`src/rtl/key_expansion_2om_pkg.sv`:
```
// rtl/key_expansion_2om_pkg.sv - shared FSM states, constants and word helpers for the masked key expansion
package key_exp_pkg;

  typedef enum logic [2:0] {
    IDLE,
    SEND,
    WAIT,
    UPDATE,
    HOLD
  } state_t;

  localparam logic [7:0] RCON_INIT = 8'h01;
  localparam logic [7:0] RCON_POLY = 8'h1B;
  localparam logic [3:0] ROUNDS    = 4'd10;

  function automatic logic [7:0] xtime(input logic [7:0] a);
    return {a[6:0], 1'b0} ^ (a[7] ? RCON_POLY : 8'h00);
  endfunction

  function automatic logic [31:0] rot_word(input logic [31:0] w);
    return {w[23:0], w[31:24]};
  endfunction

endpackage

```
`src/rtl/key_expansion_2om_word_update.sv`:
```
// rtl/key_expansion_2om_word_update.sv - four-word XOR chain of one key share
module key_word_update
  import key_exp_pkg::*;
(
  input  logic [127:0] w,
  input  logic [31:0]  t,
  output logic [127:0] w_next
);

  logic [31:0] w0n, w1n, w2n, w3n;

  assign w0n    = w[127:96] ^ t;
  assign w1n    = w[95:64]  ^ w0n;
  assign w2n    = w[63:32]  ^ w1n;
  assign w3n    = w[31:0]   ^ w2n;
  assign w_next = {w0n, w1n, w2n, w3n};

endmodule

```
`src/rtl/key_expansion_2om.sv`:
```
// rtl/key_expansion_2om.sv - three-share AES-128 key expansion around an external masked S-box unit
// Optional KEYEXP_SHARE_REFRESH_EN adds refresh_r, re-randomising shares 1 and 2 on every update.
module key_expansion_2om
  import key_exp_pkg::*;
#(
  parameter int SBOX_LAT = 4
) (
  input  logic         clk,
  input  logic         rst,
  input  logic         start,
  input  logic [127:0] key1,
  input  logic [127:0] key2,
  input  logic [127:0] key3,
`ifdef KEYEXP_SHARE_REFRESH_EN
  input  logic [127:0] refresh_r,
`endif
  input  logic         next,
  output logic [31:0]  sbox_in1,
  output logic [31:0]  sbox_in2,
  output logic [31:0]  sbox_in3,
  input  logic [31:0]  sbox_out1,
  input  logic [31:0]  sbox_out2,
  input  logic [31:0]  sbox_out3,
  output logic         guards_mux_sel,
  output logic         guards_reg_en,
  output logic [127:0] rk1,
  output logic [127:0] rk2,
  output logic [127:0] rk3,
  output logic         rk_valid,
  output logic [3:0]   round,
  output logic         busy
);

  localparam int CW = (SBOX_LAT > 1) ? $clog2(SBOX_LAT) : 1;
  localparam logic [CW-1:0] WAIT_LAST = CW'(SBOX_LAT - 1);

  state_t        state, state_next;
  logic [7:0]    rcon;
  logic [CW-1:0] wait_cnt;
  logic [31:0]   t1, t2, t3;
  logic [127:0]  u1, u2, u3, r1, r2;

  // rcon is public, so injecting it into share 1 alone keeps the shares independent
  assign t1 = {sbox_out1[31:24] ^ rcon, sbox_out1[23:0]};
  assign t2 = sbox_out2;
  assign t3 = sbox_out3;

  key_word_update u_share1 (.w(rk1), .t(t1), .w_next(u1));
  key_word_update u_share2 (.w(rk2), .t(t2), .w_next(u2));
  key_word_update u_share3 (.w(rk3), .t(t3), .w_next(u3));

`ifdef KEYEXP_SHARE_REFRESH_EN
  assign r1 = u1 ^ refresh_r;
  assign r2 = u2 ^ refresh_r;
`else
  assign r1 = u1;
  assign r2 = u2;
`endif

  always_ff @(posedge clk) begin
    if (rst) state <= IDLE;
    else     state <= state_next;
  end

  always_comb begin
    state_next     = state;
    busy           = 1'b1;
    rk_valid       = 1'b0;
    guards_mux_sel = 1'b0;
    guards_reg_en  = 1'b0;
    case (state)
      IDLE: begin
        busy = 1'b0;
        if (start) state_next = HOLD;
      end
      HOLD: begin
        rk_valid = 1'b1;
        if (next) state_next = (round == ROUNDS) ? IDLE : SEND;
      end
      SEND: begin
        guards_mux_sel = (round == 4'd0);
        state_next     = (SBOX_LAT == 1) ? UPDATE : WAIT;
      end
      WAIT: begin
        if (wait_cnt == WAIT_LAST) state_next = UPDATE;
      end
      UPDATE: begin
        guards_reg_en = 1'b1;
        state_next    = HOLD;
      end
      default: state_next = IDLE;
    endcase
  end

  always_ff @(posedge clk) begin
    if (rst) begin
      rk1      <= '0;
      rk2      <= '0;
      rk3      <= '0;
      sbox_in1 <= '0;
      sbox_in2 <= '0;
      sbox_in3 <= '0;
      round    <= '0;
      rcon     <= RCON_INIT;
      wait_cnt <= '0;
    end else begin
      case (state)
        IDLE: begin
          if (start) begin
            rk1   <= key1;
            rk2   <= key2;
            rk3   <= key3;
            round <= '0;
            rcon  <= RCON_INIT;
          end
        end
        HOLD: begin
          // loaded on the way into SEND and held until the next request
          if (next && round != ROUNDS) begin
            sbox_in1 <= rot_word(rk1[31:0]);
            sbox_in2 <= rot_word(rk2[31:0]);
            sbox_in3 <= rot_word(rk3[31:0]);
          end
        end
        SEND:    wait_cnt <= CW'(1);
        WAIT:    wait_cnt <= wait_cnt + CW'(1);
        UPDATE: begin
          rk1   <= r1;
          rk2   <= r2;
          rk3   <= u3;
          round <= round + 4'd1;
          rcon  <= xtime(rcon);
        end
        default: ;
      endcase
    end
  end

endmodule

```
`config.mk`:
```
export PLATFORM = sky130hd
export DESIGN_NAME = key_expansion_2om
export DESIGN_NICKNAME = d
export VERILOG_FILES = /design/src/rtl/key_expansion_2om_pkg.sv /design/src/rtl/key_expansion_2om_word_update.sv /design/src/rtl/key_expansion_2om.sv
export SDC_FILE = /design/constraint.sdc
export NUM_CORES = 1
export LEC_CHECK = 0
export CAP_MARGIN = 20
export CORE_AREA = 2 2 375 377
export CTS_BUF_LIST = sky130_fd_sc_hd__clkbuf_16
export CTS_CLUSTER_DIAMETER = 200
export CTS_CLUSTER_SIZE = 40
export DETAILED_ROUTE_END_ITERATION = 8
export DIE_AREA = 0 0 377 379
export PLACE_DENSITY_LB_ADDON = 0.2
export SETUP_SLACK_MARGIN = 0.15
export SLEW_MARGIN = 30
export SYNTH_ARGS = -nofsm -noshare
export SYNTH_HDL_FRONTEND = slang
export SYNTH_HIERARCHICAL = 1
export SYNTH_SLANG_ARGS = --single-unit
```
`constraint.sdc`:
```
create_clock -name clk -period 1.9 [get_ports clk]
set_input_delay 0.285 -clock clk [delete_from_list [all_inputs] [get_ports clk]]
set_output_delay 0.285 -clock clk [all_outputs]
set_load 0.03 [all_outputs]
```
Yosys cells after proc, flatten, opt, wreduce, memory -nomap -nowiden
Index checks and enable logic that the tools add are counted.

operators by class
  $add $sub $neg = 2
  bitwise operators = 14
  reductions and logical operators = 8
  eq/ne operators = 10
  multiplexer cells = 21

operators with widths
  kind                                                                   count
  128-bit case mux with 2 select lines                                   3
  128-bit 2-to-1 mux                                                     3
  32-bit XOR                                                             12
  8-bit case mux with 2 select lines                                     1
  3-bit case mux with 5 select lines                                     1
  3-bit 2-to-1 mux                                                       3
  8-bit 2-to-1 mux                                                       1
  4-bit case mux with 2 select lines                                     1
  8-bit by 5-bit XOR with 8-bit output                                   1
  8-bit XOR                                                              1
  3-bit by 2-bit equality test with 1-bit output, second input constant  2
  2-bit inequality test, second input constant                           3
  1-bit 2-to-1 mux                                                       5
  5-bit 2-to-1 mux                                                       1
  4-bit by 1-bit adder with 4-bit output, second input constant          1
  4-bit equality test, second input constant                             1
  4-bit zero test                                                        1
  4-bit 2-to-1 mux                                                       1
  4-bit inequality test, second input constant                           1
  2-bit case mux with 2 select lines                                     1
  2-bit AND reduction                                                    2
  2-bit nonzero test                                                     2
  3-bit by 1-bit equality test with 1-bit output, second input constant  1
  3-bit equality test, second input constant                             1
  other kinds (5)                                                        5

word-level totals
  input bits = 484
  output and inout bits = 488
  word-level logic and storage cells = 65
  flip-flop bits (word level) = 497

Depth between registers and ports, before layout
  word-level depth = 6
  depth in mapped cells = 8
  depth with buffers taken out = 5

Hierarchy
The synthesis kept the hierarchy.

modules (own cells, without submodules)
  module             area an instance (um^2)  cells an instance  sequential area each (um^2)  times used
  key_expansion_2om  22172.5                  2701               9949.5                       1
  key_word_update    2082.0                   160                0.0                          3

Worst setup path before layout
OpenSTA, ideal clock, no wires.

  path kind = reg-to-reg
  start = register state[1]
  end = register sbox_in2[0]
  buffers on the path = 3
  cell stages (with the launch flop) = 7
  slack = -327 ps
  arrival time = 2155 ps
  data required time = 1828 ps
  path through = dfxtp_1 nor3b_1 and3_1 buf_2 buf_4 buf_6 mux2i_1

on the way
  word-level cells in the longest chain between the ends = 2

RTL lines
  item                                  RTL line                  RTL
  start: declaration                    key_expansion_2om.sv:37   state_t state, state_next;
  start signal: assignment              key_expansion_2om.sv:62   else state <= state_next;
  3-bit equality test                   key_expansion_2om.sv:107  case (state)
  2-bit AND reduction (no source line)  -
  end signal: assignment                key_expansion_2om.sv:121  sbox_in2 <= rot_word(rk2[31:0]);
  end: declaration                      key_expansion_2om.sv:19   output logic [31:0] sbox_in2,

Every way passes these cells.
A chain may end at the register's enable or synchronous reset.

Worst setup path in the final report
  start = register state[1]
  end = output port guards_mux_sel

on the way
  word-level cells in the longest chain between the ends = 2

RTL lines
  item                                            RTL line                 RTL
  3-bit by 1-bit equality test with 1-bit output  key_expansion_2om.sv:71  case (state)
  1-bit 2-to-1 mux                                key_expansion_2om.sv:71
  end: declaration                                key_expansion_2om.sv:24  output logic guards_mux_sel,

Every way passes these cells.

==> impl_metrics.env <==
export IMPL_failed_checks="setup timing"
export IMPL_drc=0
export IMPL_fin_setup_tns_ns=-91.62
export IMPL_grt_ovfl_total=0
export IMPL_nFillCells=13900
export IMPL_crit_fanout=2
export IMPL_finalCriticalPeriod_ns=2.36
export IMPL_final_nets=4854
export IMPL_setup_viol=443
export IMPL_drt_pass1_iter_count=8
export IMPL_grt_pass1_vias=26900
export IMPL_yosysMostFrequentCell="dfxtp_1"
export IMPL_crit_top_cell="buf_6"
export IMPL_syn_nets=3669
export IMPL_max_cap_violations=0
export IMPL_num_io_pins=972
export IMPL_p_seq_frac=0.363
export IMPL_end_kind="primary output"
export IMPL_fin_crit_sh=1.24
export IMPL_drt_iter0_markers=1974
export IMPL_vias_per_cell=4.77
export IMPL_via_count=29500
export IMPL_critical_path_max_stage_delay_ns=0.49
export IMPL_synth_seq_cells=497
export IMPL_yosys_warnings=6
export IMPL_synth_top_area_frac=0.350
export IMPL_cts_buffers=16
export IMPL_die_h_um=379
export IMPL_rows=137
export IMPL_seq_area_frac_synth=0.350
export IMPL_p_sw_mw=14.3
export IMPL_avgSynthCellArea_sq_um=8.93
export IMPL_synth_common_cells="dfxtp_1 (497), nand2_1 (395), nor3_1 (387), a211oi_1 (386), o21ai_0 (312)"
export IMPL_ir_worst_vdd_uv=563
export IMPL_fin_area_sq_mm=0.0512
export IMPL_arrival_ns=2.07
export IMPL_netlist_top_cells_area="dfxtp_1 (35%), a211oi_1 (10%), xnor3_1 (7.6%)"
export IMPL_cp_required_ns=1.62
export IMPL_die_w_um=377
export IMPL_final_cells=6191
export IMPL_relSlewSlack=0.613
export IMPL_grt_usage=0.190
export IMPL_cts_tree="yes"
export IMPL_synth_distinct_cells=40
export IMPL_powerDensity_mw_per_mm2=709
export IMPL_grt_max_degree=91
export IMPL_rsz0062_at_grt="true"
export IMPL_placed_area_sq_mm=0.0424
export IMPL_cts_num_sinks=497
export IMPL_clkPwrFrac=0.154
export IMPL_antenna_found_initial=32
export IMPL_clkSlewWorstSetupHoldPaths_ns=0.17
export IMPL_synth_enable_flop_cells=0
export IMPL_skew_ns=0.0344
export IMPL_place_gp_congestion=0.870
export IMPL_numPortBuffers=971
export IMPL_grt_pass1_wl_um=200000
export IMPL_hold_path_class="in2reg"
export IMPL_die_area_sq_mm=0.143
export IMPL_fin_ws_ns=-0.458
export IMPL_crit_path_cell_trace="buf_6 -> buf_6 -> or4b_4 -> nor3_4 -> buf_6"
export IMPL_dp_cells=5977
export IMPL_area_growth_pct=80.0
export IMPL_wire_per_inst_um=25.9
export IMPL_ys_flop_type="dfxtp_1"
export IMPL_fmax_mhz=424
export IMPL_internal_power_mw=22.0
export IMPL_start_util=0.205
export IMPL_status="finished with violations"
export IMPL_critPathLaunchType="register"
export IMPL_leakage_nw=18.7
export IMPL_swShare=0.394
export IMPL_clk_latency_ns=0.65
export IMPL_slew_viol_final=0
export IMPL_yosysTopAreaCell="dfxtp_1"
export IMPL_syn_cell_area_sq_mm=0.0284
export IMPL_synthArstFlopShare=0
export IMPL_critPathKind="reg2out"
export IMPL_share_comb_of_total_power=0.483
export IMPL_clock_path_buffers=3
export IMPL_seqCellArea_sq_mm=0.0101
export IMPL_hold_violations=0
export IMPL_multi_input_area_sq_mm=0.0218
export IMPL_clock_root_buffer="clkbuf_16"
export IMPL_cp_slowest_cell="or4b_4"
export IMPL_core_region_area_sq_mm=0.139
export IMPL_wirelength_um=160000
export IMPL_dp_hpwl_um=112000
export IMPL_syn_inst=3181
export IMPL_drtAntennaViolNets=0
export IMPL_final_layout_size_suffix_gt1_frac=0.417
export IMPL_tightest_slew_ns=0.578
export IMPL_htree_levels=1
-- layer usage --
layer / GRT usage / wire length (um) / vias to the layer above
li1: - / - / 13600
met1: 0.250 / 69800 / 14800
met2: 0.306 / 74700 / 993
met3: 0.0449 / 10600 / 175
met4: 0.0607 / 4810 / 24
met5: 0 / 160 / -
-- placed cells by master (no fill, tap or decap), types with 3 or more instances in the layout --
| cell | n |
|---|---|
| nand2b_1 | 195 |
| dfxtp_4 | 9 |
| dfxtp_2 | 105 |
| clkbuf_16 | 72 |
| nand3_1 | 9 |
| a211oi_2 | 268 |
| clkdlybuf4s15_2 | 319 |
| dlygate4sd2_1 | 19 |
| xnor2_1 | 193 |
| buf_12 | 101 |
| a211oi_1 | 118 |
| mux2i_1 | 96 |
| buf_8 | 20 |
| o21ai_1 | 94 |
| xnor3_1 | 95 |
| xor2_2 | 96 |
| xor2_1 | 107 |
| dfxtp_1 | 383 |
| o21ai_0 | 289 |
| nor3_4 | 227 |
| nor3_1 | 25 |
| clkdlybuf4s15_1 | 20 |
| clkdlybuf4s18_2 | 17 |
| diode_2 | 16 |
| clkdlybuf4s50_1 | 482 |
| buf_16 | 33 |
| buf_4 | 271 |
| buf_6 | 32 |
| a21oi_1 | 10 |
| ha_1 | 3 |
| nor2_1 | 4 |
| nor3_2 | 135 |
| buf_2 | 92 |
| nand2_1 | 394 |
-- power by group through the flow --
stage | registers [mW] | clock network [mW] | logic [mW]
2_1_floorplan | 14.7 | 0 | 6.27
3_3_place_gp | 13.0 | 0 | 14.7
3_5_place_dp | 13.0 | 0 | 14.7
4_1_cts | 12.9 | 5.87 | 14.7
5_1_grt | 13.3 | 6.09 | 18.4
6_report | 13.2 | 5.57 | 17.5
-- registers in the layout, indices dropped and copies added (netlist names) --
register  count
sbox_in2     32
rk1         128
rk2         128
state         3
sbox_in3     32
sbox_in1     32
rk3         128
rcon          8
wait_cnt      2
round         4
-- through the flow --
step | setup WS [ns] | total power, mW | hold slack (ns) | utilization
after floorplan | 0.189 | 20.9 | 0.453 | -
after global placement | -0.427 | 27.7 | 0.457 | 0.305
after detailed placement | -0.436 | 27.7 | 0.461 | 0.305
after CTS | -0.578 | 33.4 | 0.0979 | 0.315
after global routing | -0.516 | 37.8 | 0.115 | 0.368
final | -0.458 | 36.3 | 0.153 | 0.368
-- cells by family after synthesis --
logic type | after synthesis | share of synthesized area
flops | 497 | 0.350
buf+inv | 300 | 0.0472
fa+ha+maj | 4 | 0.00176
simple gates | 1000 | 0.169
compound gates | 790 | 0.174
mux | 98 | 0.0346
xor+xnor | 492 | 0.223
-- layout make-up --
| cell class | count | share of cell area |
|---|---|---|
| multi-input combinational | 2384 | 0.426 |
| timing repair buffer | 1463 | 0.322 |
| sequential | 497 | 0.198 |
| tap | 1807 | 0.0442 |
| clock buffer | 17 | 0.00832 |
| antenna | 16 | 0.000783 |
| clock inverter | 3 | 0.000587 |
| inverter | 4 | 0.000538 |
-- worst max-delay path: cells and delay by family, from the launching register on --
kind / cells / cell delay [ns]
simple gates: 2 / 0.68
flops: 1 / 0.36
buf+inv: 3 / 0.37
-- worst paths after layout --
kind | startpoint | to | slack, ns | depth (start not counted)
worst max register to register | state[1]$_SDFFE_PP0P_ | rk3[99]$_SDFFE_PP0P_ | -0.35 | 13
worst min-delay path | rst | rk3[124]$_SDFFE_PP0P_ | 0.15 | 2
worst min register to register | sbox_in2[25]$_SDFFE_PP0P_ | sbox_in2[25]$_SDFFE_PP0P_ | 0.48 | 2
worst max-delay path | state[1]$_SDFFE_PP0P_ | guards_mux_sel | -0.46 | 5
-- repair_timing --
action                                   CTS  global route
endpoints found under the setup margin   919           570
hold endpoints to repair                   0             0
pin swaps                                 52           364
hold buffers                               0             0
gates cloned                              10            63
gates resized for setup                 1726          1006
setup buffers                             26            79
(Power assumes the default switching activity.)
